===== config.mk =====
export PLATFORM = sky130hd
export DESIGN_NAME = load_fill_forwarder
export DESIGN_NICKNAME = d
export VERILOG_FILES = /design/src/rtl/load_fill_forwarder.sv
export SDC_FILE = /design/constraint.sdc
export NUM_CORES = 1
export LEC_CHECK = 0
export BUFFER_PORTS_ARGS = -buffer_cell sky130_fd_sc_hd__buf_2
export CORE_ASPECT_RATIO = 1.5
export CORE_MARGIN = 5
export CORE_UTILIZATION = 52
export DETAILED_ROUTE_END_ITERATION = 8
export MAX_ROUTING_LAYER = met4
export PLACE_DENSITY = 0.8
export SYNTH_ARGS = -nofsm -noshare
export SYNTH_HDL_FRONTEND = slang
export SYNTH_SLANG_ARGS = --single-unit

===== constraint.sdc =====
create_clock -name clk -period 10.9 [get_ports clk]
set_input_delay 0.545 -clock clk [delete_from_list [all_inputs] [get_ports clk]]
set_output_delay 0.545 -clock clk [all_outputs]
set_load 0.02 [all_outputs]

===== src/rtl/load_fill_forwarder.sv =====
// Tracks outstanding cache-line fills per AXI ID and forwards each returning R beat,
// tagged with its beat-aligned byte address, to the load result buffers one cycle later.
module load_fill_forwarder #(
    parameter int AXI_WIDTH = 128,
    parameter int BEATS     = 4,
    parameter int NUM_IDS   = 4,
    localparam int IDW      = $clog2(NUM_IDS)
) (
    input  logic                 clk,
    input  logic                 rst,

    input  logic                 IN_fill_valid,
    input  logic [IDW-1:0]       IN_fill_id,
    input  logic [31:0]          IN_fill_addr,
    output logic [NUM_IDS-1:0]   OUT_busy,

    input  logic                 IN_r_valid,
    output logic                 OUT_r_ready,
    input  logic [IDW-1:0]       IN_r_id,
    input  logic [AXI_WIDTH-1:0] IN_r_data,
    input  logic [1:0]           IN_r_resp,
    input  logic                 IN_r_last,

    input  logic                 IN_stall,
    output logic                 OUT_fwd_valid,
    output logic [31:0]          OUT_fwd_addr,
    output logic [AXI_WIDTH-1:0] OUT_fwd_data,
    output logic                 OUT_fwd_err,

    output logic                 OUT_done_valid,
    output logic [IDW-1:0]       OUT_done_id,
    output logic                 OUT_proto_err
);

    localparam int OFFS       = $clog2(AXI_WIDTH / 8);
    localparam int BW         = $clog2(BEATS);
    localparam int LB         = OFFS + BW;
    localparam logic [BW:0] LAST_CNT = (BW + 1)'(BEATS - 1);
    localparam logic [BW:0] CNT_ONE  = (BW + 1)'(1);

    // Per-ID tracking entries
    logic [NUM_IDS-1:0] busy_q;
    logic [31-LB:0]     base_q  [NUM_IDS];
    logic [BW-1:0]      start_q [NUM_IDS];
    logic [BW:0]        cnt_q   [NUM_IDS];

    // R channel is valid/ready: a beat transfers on a cycle where IN_r_valid and
    // OUT_r_ready are both high; ready drops only when the forward path is stalled.
    logic           accept;
    logic           hit;
    logic           stray;
    logic           completing;
    logic           last_bad;
    logic           fill_conflict;
    logic           fill_take;
    logic [BW:0]    cur_cnt;
    logic [BW-1:0]  beat_idx;

    assign OUT_r_ready = !IN_stall && !rst;
    assign OUT_busy    = busy_q;

    assign accept     = IN_r_valid && OUT_r_ready;
    assign hit        = accept && busy_q[IN_r_id];
    assign stray      = accept && !busy_q[IN_r_id];
    assign completing = hit && IN_r_last;
    assign cur_cnt    = cnt_q[IN_r_id];
    assign beat_idx   = start_q[IN_r_id] + cur_cnt[BW-1:0];
    assign last_bad   = hit && (IN_r_last != (cur_cnt == LAST_CNT));

    // A busy ID may be re-registered only when its last beat retires this same cycle.
    assign fill_conflict = IN_fill_valid && busy_q[IN_fill_id]
                        && !(completing && (IN_r_id == IN_fill_id));
    assign fill_take     = IN_fill_valid && !fill_conflict;

    wire unused_fill_offs = ^IN_fill_addr[OFFS-1:0];

    always_ff @(posedge clk or posedge rst) begin
        if (rst) begin
            busy_q         <= '0;
            OUT_fwd_valid  <= 1'b0;
            OUT_fwd_addr   <= '0;
            OUT_fwd_data   <= '0;
            OUT_fwd_err    <= 1'b0;
            OUT_done_valid <= 1'b0;
            OUT_done_id    <= '0;
            OUT_proto_err  <= 1'b0;
            for (int i = 0; i < NUM_IDS; i++) begin
                base_q[i]  <= '0;
                start_q[i] <= '0;
                cnt_q[i]   <= '0;
            end
        end else begin
            OUT_fwd_valid  <= hit;
            OUT_done_valid <= completing;

            if (hit) begin
                OUT_fwd_addr       <= {base_q[IN_r_id], beat_idx, {OFFS{1'b0}}};
                OUT_fwd_data       <= IN_r_data;
                OUT_fwd_err        <= (IN_r_resp != 2'b00);
                cnt_q[IN_r_id]     <= cur_cnt + CNT_ONE;
            end

            if (completing) begin
                busy_q[IN_r_id] <= 1'b0;
                OUT_done_id     <= IN_r_id;
            end

            // Placed after completion so a same-cycle refill of that ID wins.
            if (fill_take) begin
                busy_q[IN_fill_id]  <= 1'b1;
                base_q[IN_fill_id]  <= IN_fill_addr[31:LB];
                start_q[IN_fill_id] <= IN_fill_addr[LB-1:OFFS];
                cnt_q[IN_fill_id]   <= '0;
            end

            if (fill_conflict || last_bad || stray)
                OUT_proto_err <= 1'b1;
        end
    end

endmodule


==> results of run 1 <==
## worst max-delay path: stages
cell	delay, ns
buf_2	0.07
buf_4	0.60
mux4_2	0.46
nand2_4	0.47
inv_4	0.86
buf_4	0.75
o21ai_0	0.30
nand2_1	0.13
## cells in the mapped netlist, drive strengths merged
library cell  instances  share of area
a211oi                4         0.0036
a21boi                1        0.00063
a21o                  2         0.0013
a21oi                 2         0.0015
a221o                 1        0.00084
and2                  1        0.00052
and4                  2         0.0017
and4b                 2         0.0017
and4bb                1         0.0010
buf                  52          0.026
clkbuf               10         0.0031
conb                  1        0.00031
dfrtp               290           0.61
ha                    3         0.0031
inv                   7         0.0022
mux2                116           0.11
mux2i                 8         0.0067
mux4                 32          0.060
nand2               478           0.15
nand2b                1        0.00052
nand3                 2        0.00084
nand3b                3         0.0019
nand4                 2         0.0023
nor2                 12         0.0038
nor3b                 2         0.0017
o211a                 1        0.00084
o21ai                 5         0.0030
xnor2                 4         0.0029
xor2                  1        0.00073
## cell families after synthesis
group	count (synthesis)	synth area share
fa+ha+maj	3	0.00314
simple gates	506	0.166
flops	290	0.608
mux	156	0.176
compound gates	16	0.0116
buf+inv	69	0.0310
xor+xnor	5	0.00367
other cells	1	0.000314
## area by class of cell
| cell class | count | area share |
|---|---|---|
| clock inverters | 11 | 0.00980 |
| clock buffers | 39 | 0.0532 |
| flip-flops and latches | 290 | 0.494 |
| well taps | 280 | 0.0239 |
| inverters | 7 | 0.00247 |
| repair buffers | 344 | 0.119 |
| diodes | 9 | 0.00153 |
| multi-input cells | 690 | 0.296 |
## routing by layer
layer  GRT usage  vias up
met4      0.0884        0
met5           -        -
li1            -     4045
met2       0.394      283
met3      0.0601       70
met1       0.279     4123
## state kept, by name, indices dropped and copies added (netlist names)
name and flops:
OUT_fwd_data 128, base_q 104, OUT_fwd_addr 28, cnt_q 12
start_q 8, OUT_busy 4, OUT_done_id 2, OUT_done_valid 1
OUT_fwd_err 1, OUT_fwd_valid 1, OUT_proto_err 1
## report_power, final
part	total, mW	switching (mW)	internal [mW]
clock	0.974	0.403	0.571
sequential	1.78	0.239	1.55
combinational	1.34	0.780	0.560
total	4.10	1.42	2.68
## stage by stage
| step | worst slack [ns] | instance area [um2] | power, mW | hold slack, ns | std cells |
|---|---|---|---|---|---|
| 2_1_floorplan | 2.35 | 12000 | 2.65 | 0.452 | 1049 |
| 3_3_place_gp | 6.47 | 13700 | 3.09 | 0.449 | 1611 |
| 3_5_place_dp | 6.42 | 13700 | 3.16 | 0.454 | 1611 |
| 4_1_cts | 7.00 | 14700 | 4.14 | 0.170 | 1661 |
| 5_1_grt | 6.71 | 14700 | 4.35 | 0.178 | 1669 |
| 6_report | 7.06 | 14700 | 4.10 | 0.194 | 1670 |
## placed cells by master, fill, tap and decap left out, types with 2 or more instances in the layout
master / instances
nor2_1: 12
nand3_1: 2
nand3b_1: 3
clkinv_4: 2
ha_1: 3
nand2_1: 477
a21o_1: 2
diode_2: 9
conb_1: 4
mux2_1: 7
and4b_1: 2
buf_4: 10
mux2i_1: 8
xnor2_1: 4
a211oi_1: 3
inv_1: 5
clkinv_2: 4
clkbuf_1: 6
o21ai_0: 4
dfrtp_1: 290
clkbuf_8: 6
buf_2: 334
mux4_2: 32
mux2_2: 109
clkbuf_16: 27
a21oi_4: 2
bufinv_16: 3
## final timing paths
check,start,endpoint,slack (ns),depth (start not counted)
setup / recovery,IN_r_id[0],OUT_fwd_err$_DFFE_PP0N_,7.06,8
hold / removal,IN_r_data[79],OUT_fwd_data[79]$_DFFE_PP0N_,0.19,3
setup reg to reg,OUT_busy[1]$_DFF_PP0_,OUT_fwd_err$_DFFE_PP0N_,7.34,6
hold reg to reg,OUT_fwd_data[2]$_DFFE_PP0N_,OUT_fwd_data[2]$_DFFE_PP0N_,0.47,2
max in group asynchronous,rst,OUT_fwd_data[7]$_DFFE_PP0N_,9.01,3
min in group asynchronous,rst,OUT_fwd_addr[6]$_DFFE_PP0N_,0.22,2
==> impl_metrics.py, run 1 <==
metrics = {
    "status": {
        "status": "complete, no violations",
    },
    "final_layout": {
        "area_taken_by_multi_input_logic_gates_mm2": 0.00435,
        "fillerInstances": 1735,
        "synthToLayoutAreaGrowth_pct": 23.0,
        "seqCellArea_mm2": 0.00726,
        "final_net_count": 1535,
        "finalCoreUtilization": 0.644,
        "ratio_of_cells_with_drive_above_1_in_the_final_layout": 0.391,
    },
    "yosys": {
        "syn_area_mm2": 0.0119,
        "synth.yosys.warnings": 0,
        "yosys_register_bits": 290,
        "netlist_instances": 1046,
        "yosys.cell_types.count": 38,
        "postSynthAreaPerCell_um2": 11.4,
        "synth.yosys.seq_area_share": 0.608,
    },
    "clock_tree": {
        "clock_tree.buffer_depth": 3,
        "cts_made_buffers": 27,
        "cts_hold_repair.buffers": 0,
        "clock-sinks": 290,
        "cts.repair.resized": 0,
        "cts.repair_timing.setup_buffer_count": 0,
        "clkTransAtPathRegs_ns": 0.07,
        "cts_tree": "done",
        "cts-htree-levels": 1,
        "clkLatencyLatePin_ns": 0.54,
        "cts_root_buffer": "clkbuf_16",
    },
    "drt": {
        "detail_route.wirelength_mm": 30.2,
        "met1_length_mm": 11.5,
        "initial_detailed_routing_violation_count": 441,
        "dr_wl_met3_mm": 2.32,
        "vias_per_cell": 5.10,
        "top_signal_layer_used": "met4",
        "dr_total_vias": 8521,
        "drtPass1Iterations": 6,
        "antenna_violating_nets_post_route": 0,
        "drt_drc_violations_left": 0,
        "wl_met2_mm": 15.3,
        "wirelength_per_cell_um": 18.1,
    },
    "placed_design": {
        "place_congestion": 0.856,
        "dp_hpwl_mm": 21.0,
        "io_buffers": 334,
    },
    "sta": {
        "timing.final.max_slew_violations": 0,
        "final_setup_violations": 0,
        "timing.clock.skew_ns": 0.0236,
        "min_period_over_period": 0.353,
        "worst_pin_slew_ns": 1.06,
        "unrepaired_setup_endpoints_after_global_routing": "no",
        "clock.fmax_ghz": 0.260,
        "max_slew_margin": 0.295,
        "finalHoldViolations": 0,
        "layout_min_cycle_time_ns": 3.84,
        "finalSetupTns_ns": 0,
    },
    "die": {
        "number_of_standard_cell_rows_in_the_floorplan": 68,
        "die-area_mm2": 0.0262,
        "boundaryPins": 343,
        "core_area_mm2": 0.0228,
        "dieWidth_um": 134,
        "starting_density_of_the_core": 0.524,
        "die_y_um": 196,
    },
    "global_routing": {
        "grt_first_pass_wirelength_mm": 48.3,
        "groute.usage.overall": 0.237,
        "antenna_found_initial": 8,
        "number_of_global_route_vias_before_repair": 8991,
        "grt_max_degree": 128,
        "grt.overflow.total": 0,
    },
    "worst_setup_path": {
        "worstSetupStartpointType": "input port",
        "worst_setup_path_end_kind": "flip-flop",
        "critical_path_peak_fanout": 81,
        "worst_setup_path_type": "input port to flip-flop",
        "critPathRequiredTime_ns": 11.36,
        "timing.critical_path.arrival_ns": 4.31,
    },
    "power_and_ir_drop": {
        "vdd_drop_max_mv": 0.178,
        "leakage_nw": 7.72,
        "p_per_area_mw_per_mm2": 279,
    },
    "hold_path": {
        "timing.hold.worst.class": "input port to flip-flop",
    },
    "run": {
        "cap_violations": 0,
    },
}
(Power assumes the default switching activity.)
==> run 2: changes to the inputs <==
--- a/config.mk
+++ b/config.mk
@@ -5,13 +5,14 @@
 export SDC_FILE = /design/constraint.sdc
 export NUM_CORES = 1
 export LEC_CHECK = 0
+export ABC_AREA = 1
 export BUFFER_PORTS_ARGS = -buffer_cell sky130_fd_sc_hd__buf_2
 export CORE_ASPECT_RATIO = 1.5
 export CORE_MARGIN = 5
-export CORE_UTILIZATION = 52
+export CORE_UTILIZATION = 47
 export DETAILED_ROUTE_END_ITERATION = 8
 export MAX_ROUTING_LAYER = met4
-export PLACE_DENSITY = 0.8
+export PLACE_DENSITY = 0.76
 export SYNTH_ARGS = -nofsm -noshare
 export SYNTH_HDL_FRONTEND = slang
 export SYNTH_SLANG_ARGS = --single-unit
==> constraint.sdc (replaced) <==
create_clock -name clk -period 3.3 [get_ports clk]
set_input_delay 0.165 -clock clk [delete_from_list [all_inputs] [get_ports clk]]
set_output_delay 0.165 -clock clk [all_outputs]
set_load 0.02 [all_outputs]
==> run 2 against run 1 <==
  * Non-clock buffer count up 175
  * Critical path depth is the same
  * Count of clock-buffer cells in the layout decreased by 1
  * Routed wire length increased by 33%
  * Clock power grew to 3.3 times the previous value
==> impl_metrics.py, run 2 <==
metrics = {
    "clock_tree": {
        "cts_made_buffers": 28,
        "cts_root_buffer": "clkbuf_16",
        "cts-htree-levels": 1,
        "clkLatencyLatePin_ns": 0.55,
        "cts.repair.resized": 0,
        "clkTransAtPathRegs_ns": 0.06,
        "clock-sinks": 290,
        "clock_tree.buffer_depth": 3,
        "cts_tree": "done",
    },
    "final_layout": {
        "ratio_of_cells_with_drive_above_1_in_the_final_layout": 0.227,
        "leading_registers_by_flop_count": "OUT_fwd_data x128, base_q x104, OUT_fwd_addr x28",
        "fillerInstances": 2020,
        "layout.cells.non_filler": 2230,
        "largest_reg_flops": 128,
        "finalCoreUtilization": 0.647,
        "top_register": "OUT_fwd_data",
        "mostFrequentLayoutCell": "nand2_1",
        "synthToLayoutAreaGrowth_pct": 36.1,
        "final_cell_mix": "735 x nand2_1, 333 x buf_2, 290 x dfrtp_1, 159 x dlygate4sd3_1, 116 x nand4_1",
        "final_net_count": 2049,
    },
    "global_routing": {
        "grt_max_degree": 143,
        "number_of_global_route_vias_before_repair": 12000,
        "grt.overflow.total": 0,
        "antenna_found_initial": 2,
        "grt_first_pass_wirelength_mm": 63.9,
        "groute.usage.overall": 0.274,
    },
    "worst_setup_path": {
        "worstSetupStartpointType": "input port",
        "reg_to_reg_startpoint": "OUT_busy[0]$_DFF_PP0_",
        "worst_path_dominant_cell_family": "simple AND/OR/NAND/NOR gates",
        "path_cells": "dlygate4sd3_1 -> buf_2 -> nor3b_2 -> nand4_1 -> nand2_4 -> buf_4 -> nand4_1 -> nand2_1",
        "critPathRequiredTime_ns": 3.79,
        "critical-path-slowest-cell": "dlygate4sd3_1",
        "timing.reg2reg.worst_path_depth": 9,
        "critical_path_peak_fanout": 44,
        "timing.critical_path.arrival_ns": 2.60,
        "critPathBufInv": 3,
        "worst_setup_path_type": "input port to flip-flop",
        "most_common_cell_type_on_the_critical_path": "nand4_1",
        "worst_setup_path_end_kind": "flip-flop",
        "worstReg2RegEnd": "base_q[21]$_DFFE_PP0P_",
        "timing.critical_path.slowest_cell_delay_ns": 0.54,
        "setup.reg_to_reg.worst_slack_ns": 1.21,
        "worst_setup_path_startpoint": "rst",
    },
    "sta": {
        "max_slew_margin": 0.569,
        "timing.clock.skew_ns": 0.0119,
        "min_period_over_period": 0.641,
        "finalHoldViolations": 0,
        "worst_pin_slew_ns": 0.647,
        "final_setup_violations": 0,
        "unrepaired_setup_endpoints_after_global_routing": "no",
        "timing.final.max_slew_violations": 0,
        "clock.fmax_ghz": 0.473,
        "layout_min_cycle_time_ns": 2.12,
    },
    "die": {
        "number_of_standard_cell_rows_in_the_floorplan": 72,
        "die_y_um": 208,
        "die-area_mm2": 0.0295,
        "boundaryPins": 343,
        "dieWidth_um": 142,
        "starting_density_of_the_core": 0.475,
        "core_area_mm2": 0.0258,
    },
    "drt": {
        "wirelength_per_cell_um": 18.0,
        "initial_detailed_routing_violation_count": 1209,
        "drtPass1Iterations": 6,
        "drt_drc_violations_left": 0,
        "vias_per_cell": 5.35,
        "antenna_violating_nets_post_route": 0,
        "detail_route.wirelength_mm": 40.2,
        "dr_total_vias": 11900,
    },
    "run": {
        "cap_violations": 0,
    },
    "power_and_ir_drop": {
        "p_per_area_mw_per_mm2": 666,
        "vdd_drop_max_mv": 0.497,
        "leakage_nw": 8.93,
    },
    "placed_design": {
        "dp_hpwl_mm": 23.5,
        "io_buffers": 334,
        "dp.cells": 2018,
        "place_congestion": 0.858,
    },
    "hold_path": {
        "hold_depth": 3,
        "timing.hold.worst.class": "input port to flip-flop",
        "hp-start": "IN_r_last",
        "end_point_of_the_worst_hold_path": "OUT_done_valid$_DFF_PP0_",
    },
    "yosys": {
        "predominant_post_synthesis_flop_cell": "dfrtp_1",
        "post-synth-top-area-cell": "dfrtp_1",
        "synth_most_common_cell": "nand2_1",
        "yosys_register_bits": 290,
        "syn_area_mm2": 0.0122,
        "synth.top_cell.area_share": 0.593,
        "postSynthAreaPerCell_um2": 8.61,
        "synth.cells.most_frequent": "735 x nand2_1, 290 x dfrtp_1, 116 x nand4_1, 43 x buf_2, 43 x nor2_1",
        "netlist_instances": 1423,
        "synthTopCellsByArea": "dfrtp_1 59%, nand2_1 23%, nand4_1 5.9%, a41oi_1 1.9%, buf_2 1.8%",
        "synth.yosys.seq_area_share": 0.593,
        "yosys.cell_types.count": 24,
        "synth_edf_count": 0,
        "async_reset_ff_frac": 1.00,
        "synth.yosys.warnings": 0,
    },
    "status": {
        "status": "complete, no violations",
    },
}
[run 2: changes by cell type in the layout (fill, tap and decap cells not counted), sizes merged, moves of 28 or more]
cell / change
mux2: -116
dlygate4sd3: +159
a22oi: +28
nand4: +114
nand2: +259
inv: +29
mux4: -32
nor2: +31
[run 2: logic make-up (layout without fill, tap and decap cells)]
family                   after synthesis  after routing  share of synthesized area
buffers and inverters                139            608                     0.0513
other                                  1              6                   0.000306
multiplexers                           1              1                   0.000817
XOR/XNOR                               1              1                   0.000715
adder cells (fa/ha/maj)                3              3                    0.00306
flip-flops                           290            290                      0.593
AND/OR/NAND/NOR                      905            905                      0.303
AO/OA/AOI/OAI                         83             83                     0.0483
[run 2: worst reg2reg max path, stage by stage, from the launching register on]
cell and delay, ns:
dfrtp_1 0.41, nand2_1 0.07, nand2_1 0.06, nand2_1 0.04
nand2_1 0.13, nand4_1 0.15, nand2_4 0.38, buf_4 0.49
nand4_1 0.17, nand2_1 0.12
[run 2: worst max-delay path by stage]
stage	endpoint	slack, ns	cells past startpoint
2_1_floorplan	OUT_busy[0]$_DFF_PP0_	-0.71	1
3_3_place_gp	base_q[99]$_DFFE_PP0P_	1.15	11
3_5_place_dp	base_q[21]$_DFFE_PP0P_	1.09	11
4_1_cts	base_q[21]$_DFFE_PP0P_	1.21	9
5_1_grt	base_q[72]$_DFFE_PP0P_	1.02	9
6_report	base_q[21]$_DFFE_PP0P_	1.18	8
[run 2: layout make-up]
type,count,area [um2],area share
diodes,2,5.00,0.000300
clock buffers,38,779,0.0468
clock inverters,13,124,0.00743
inverters,38,151,0.00909
multi-input cells,997,4390,0.264
flip-flops and latches,290,7260,0.436
well taps,333,417,0.0250
repair buffers,519,3540,0.212
[run 2: stage by stage]
| step | setup WS (ns) | setup TNS [ns] | hold WS [ns] | instance area, um2 | power (mW) |
|---|---|---|---|---|---|
| detailed placement | 1.09 | 0 | 0.218 | 14200 | 7.74 |
| floorplan | -0.712 | -206.53 | 0.275 | 12300 | 6.61 |
| finish | 1.18 | 0 | 0.0361 | 16700 | 11.1 |
| global placement | 1.15 | 0 | 0.221 | 14200 | 7.65 |
| CTS | 1.21 | 0 | 0.0196 | 16700 | 11.1 |
| global route | 1.02 | 0 | 0.0533 | 16700 | 11.7 |
[run 2: metal layers]
layer	global-route usage	vias to the layer above	routed length, um
met5	-	-	0
met4	0.128	0	1850
met3	0.0385	135	3000
met2	0.449	572	20200
met1	0.335	5721	15100
li1	-	5504	-
[run 2: repair_timing]
action,CTS,global route
endpoints found under the hold margin,252,0
setup buffers,0,0
hold buffers,159,0
[run 2: report_power, final]
group          internal (mW)  leakage, nW  switching (mW)  total (mW)
logic                   1.06         4.89            1.98        3.04
clock network           1.81        0.444            1.37        3.18
registers               4.41         3.60           0.473        4.88
==> run 3: changes to the inputs <==
--- a/config.mk
+++ b/config.mk
@@ -9,10 +9,10 @@
 export BUFFER_PORTS_ARGS = -buffer_cell sky130_fd_sc_hd__buf_2
 export CORE_ASPECT_RATIO = 1.5
 export CORE_MARGIN = 5
-export CORE_UTILIZATION = 47
+export CORE_UTILIZATION = 52
 export DETAILED_ROUTE_END_ITERATION = 8
 export MAX_ROUTING_LAYER = met4
-export PLACE_DENSITY = 0.76
+export PLACE_DENSITY = 0.8
 export SYNTH_ARGS = -nofsm -noshare
 export SYNTH_HDL_FRONTEND = slang
 export SYNTH_SLANG_ARGS = --single-unit
==> constraint.sdc (replaced) <==
create_clock -name clk -period 2.15 [get_ports clk]
set_input_delay 0.1075 -clock clk [delete_from_list [all_inputs] [get_ports clk]]
set_output_delay 0.1075 -clock clk [all_outputs]
set_load 0.02 [all_outputs]
==> run 3 against run 2 <==
  * Die area is 9.1% lower
  * Clock power rose by 66%
  * Final cell count about the same
  * First-iteration DRC count down 7.4%
  * Clock skew grew 0.021 ns
  * Worst setup slack lost 0.93 ns
  * Cell area increased by 1.5%
  * Largest power group unchanged
  * Non-clock buffer count grew 12
  * Critical path depth increased by 2
  * Core utilization is 8.4 points higher
==> impl_metrics.py, run 3 (synthesis gave the netlist of run 2 again) <==
metrics = {
    "final_layout": {
        "ratio_of_cells_with_drive_above_1_in_the_final_layout": 0.232,
        "synthToLayoutAreaGrowth_pct": 38.0,
        "seqCellArea_mm2": 0.00726,
        "largest_reg_flops": 128,
        "mostFrequentLayoutCell": "nand2_1",
        "final_instance_area_mm2": 0.0169,
        "final_net_count": 2060,
        "leading_registers_by_flop_count": "OUT_fwd_data x128, base_q x104, OUT_fwd_addr x28",
        "final_cell_mix": "735 x nand2_1, 333 x buf_2, 290 x dfrtp_1, 161 x dlygate4sd3_1, 116 x nand4_1",
        "area_taken_by_multi_input_logic_gates_mm2": 0.00439,
        "top_register": "OUT_fwd_data",
        "finalCoreUtilization": 0.731,
        "fillerInstances": 1619,
    },
    "die": {
        "number_of_standard_cell_rows_in_the_floorplan": 68,
        "dieWidth_um": 135,
        "boundaryPins": 343,
        "core_area_mm2": 0.0231,
        "die-area_mm2": 0.0268,
        "die_y_um": 198,
        "starting_density_of_the_core": 0.529,
    },
    "status": {
        "status": "complete, no violations",
    },
    "power_and_ir_drop": {
        "net-switching-power_mw": 6.08,
        "power_report.internal_total_mw": 11.6,
        "vdd_drop_max_mv": 0.856,
        "clock_power_share": 0.298,
        "comb_power_share": 0.274,
        "sequential_group_share_of_total_power": 0.428,
        "totalPowerFinal_mw": 17.7,
        "p_per_area_mw_per_mm2": 1050,
        "leakage_nw": 9.06,
        "switching_share": 0.344,
    },
    "sta": {
        "layout_min_cycle_time_ns": 1.90,
        "unrepaired_setup_endpoints_after_global_routing": "no",
        "worst_pin_slew_ns": 0.821,
        "post-route-worst-setup-slack_ns": 0.253,
        "timing.final.max_slew_violations": 0,
        "finalSetupTns_ns": 0,
        "final_setup_violations": 0,
        "clock.fmax_ghz": 0.527,
        "timing.clock.skew_ns": 0.0328,
        "finalHoldViolations": 0,
        "min_period_over_period": 0.882,
        "max_slew_margin": 0.452,
    },
    "global_routing": {
        "grt_max_degree": 106,
        "antenna_found_initial": 7,
        "number_of_global_route_vias_before_repair": 12500,
        "grt_first_pass_wirelength_mm": 69.1,
        "grt.overflow.total": 0,
        "groute.usage.overall": 0.336,
    },
    "worst_setup_path": {
        "worst_setup_path_end_kind": "flip-flop",
        "worst_setup_path_type": "flip-flop to flip-flop",
        "worst_setup_path_startpoint": "OUT_busy[3]$_DFF_PP0_",
        "path_cells": "nand2_1 -> nand2_1 -> nand2_1 -> nand2_1 -> nand4_1 -> nand2_4 -> nand3_1 -> buf_4 -> nand2_1 -> nand2_1",
        "critical_path_peak_fanout": 22,
        "worstSetupStartpointType": "flip-flop",
        "critPathRequiredTime_ns": 2.56,
        "critical_path.endpoint": "base_q[44]$_DFFE_PP0P_",
        "reg_to_reg_startpoint": "OUT_busy[3]$_DFF_PP0_",
        "setup.reg_to_reg.worst_slack_ns": 0.25,
        "worstReg2RegEnd": "base_q[44]$_DFFE_PP0P_",
        "most_common_cell_type_on_the_critical_path": "nand2_1",
        "timing.critical_path.slowest_cell_delay_ns": 0.41,
        "critical-path-slowest-cell": "dfrtp_1",
        "timing.critical_path.arrival_ns": 2.31,
        "timing.reg2reg.worst_path_depth": 10,
    },
    "placed_design": {
        "post-place-ws_ns": 0.213,
        "placed_area_mm2": 0.0142,
        "dp_hpwl_mm": 24.0,
        "io_buffers": 334,
        "place_congestion": 0.841,
    },
    "clock_tree": {
        "cts_root_buffer": "clkbuf_16",
        "clock-sinks": 290,
        "clock_tree.buffer_depth": 3,
        "cts_tree": "done",
        "clkLatencyLatePin_ns": 0.55,
        "cts_made_buffers": 27,
        "cts.repair_timing.setup_buffer_count": 0,
        "clkTransAtPathRegs_ns": 0.06,
        "cts-htree-levels": 1,
    },
    "drt": {
        "drtPass1Iterations": 6,
        "vias_per_cell": 5.49,
        "detail_route.wirelength_mm": 43.7,
        "dr_total_vias": 12300,
        "drt_drc_violations_left": 0,
        "wirelength_per_cell_um": 19.6,
        "antenna_violating_nets_post_route": 0,
        "initial_detailed_routing_violation_count": 1119,
    },
    "hold_path": {
        "timing.hold.worst.class": "input port to flip-flop",
    },
    "run": {
        "cap_violations": 0,
    },
}
[run 3: how the worst min path moves through the flow]
stage                  from                          end  slack (ns)  depth (start not counted)
6_report         IN_r_id[1]   OUT_done_id[1]$_DFFE_PP0P_        0.03                          3
3_3_place_gp            rst    OUT_proto_err$_DFFE_PP0P_        0.10                          2
2_1_floorplan  IN_r_data[0]  OUT_fwd_data[0]$_DFFE_PP0N_        0.22                          2
5_1_grt          IN_r_id[1]   OUT_done_id[1]$_DFFE_PP0P_        0.04                          3
3_5_place_dp            rst    OUT_proto_err$_DFFE_PP0P_        0.10                          2
4_1_cts          IN_r_id[1]   OUT_done_id[1]$_DFFE_PP0P_       0.005                          3
[run 3: layout make-up]
type / count / share of cell area
flip-flops and latches: 290 / 0.429
multi-input cells: 997 / 0.260
repair buffers: 531 / 0.218
clock buffers: 38 / 0.0471
well taps: 315 / 0.0233
clock inverters: 12 / 0.0113
inverters: 38 / 0.00895
diodes: 11 / 0.00163
[run 3: stage by stage]
stage / hold WS [ns] / cells
after floorplan: 0.217 / 1426
after global placement: 0.104 / 2009
after detailed placement: 0.102 / 2009
after CTS: 0.00483 / 2220
after global routing: 0.0420 / 2229
final: 0.0289 / 2232
[run 3: repair_timing]
item | CTS | global route
endpoints found under the hold margin | 532 | 0
hold buffers | 161 | 0
gates resized for setup | 0 | 1
setup endpoints to repair | 0 | 1
[run 3: power groups by stage]
stage | Sequential [mW] | Combinational (mW) | Clock [mW]
after detailed placement | 7.53 | 4.39 | 0
after global placement | 7.47 | 4.29 | 0
after CTS | 7.45 | 4.66 | 5.31
after floorplan | 8.57 | 1.58 | 0
after global routing | 7.70 | 5.30 | 5.55
final | 7.56 | 4.84 | 5.27
[run 3: layer usage]
metal | up-vias | global-route usage | routed length [um]
met1 | 5838 | 0.380 | 15100
met2 | 691 | 0.519 | 21900
met3 | 196 | 0.125 | 4090
met4 | 0 | 0.183 | 2570
li1 | 5534 | - | -
met5 | - | - | 0
[run 3: critical path, delay by kind of cell (launching register included)]
family / cells / cell delay, ns
buffers and inverters: 1 / 0.27
DFF: 1 / 0.41
and+or+nand+nor: 9 / 1.10
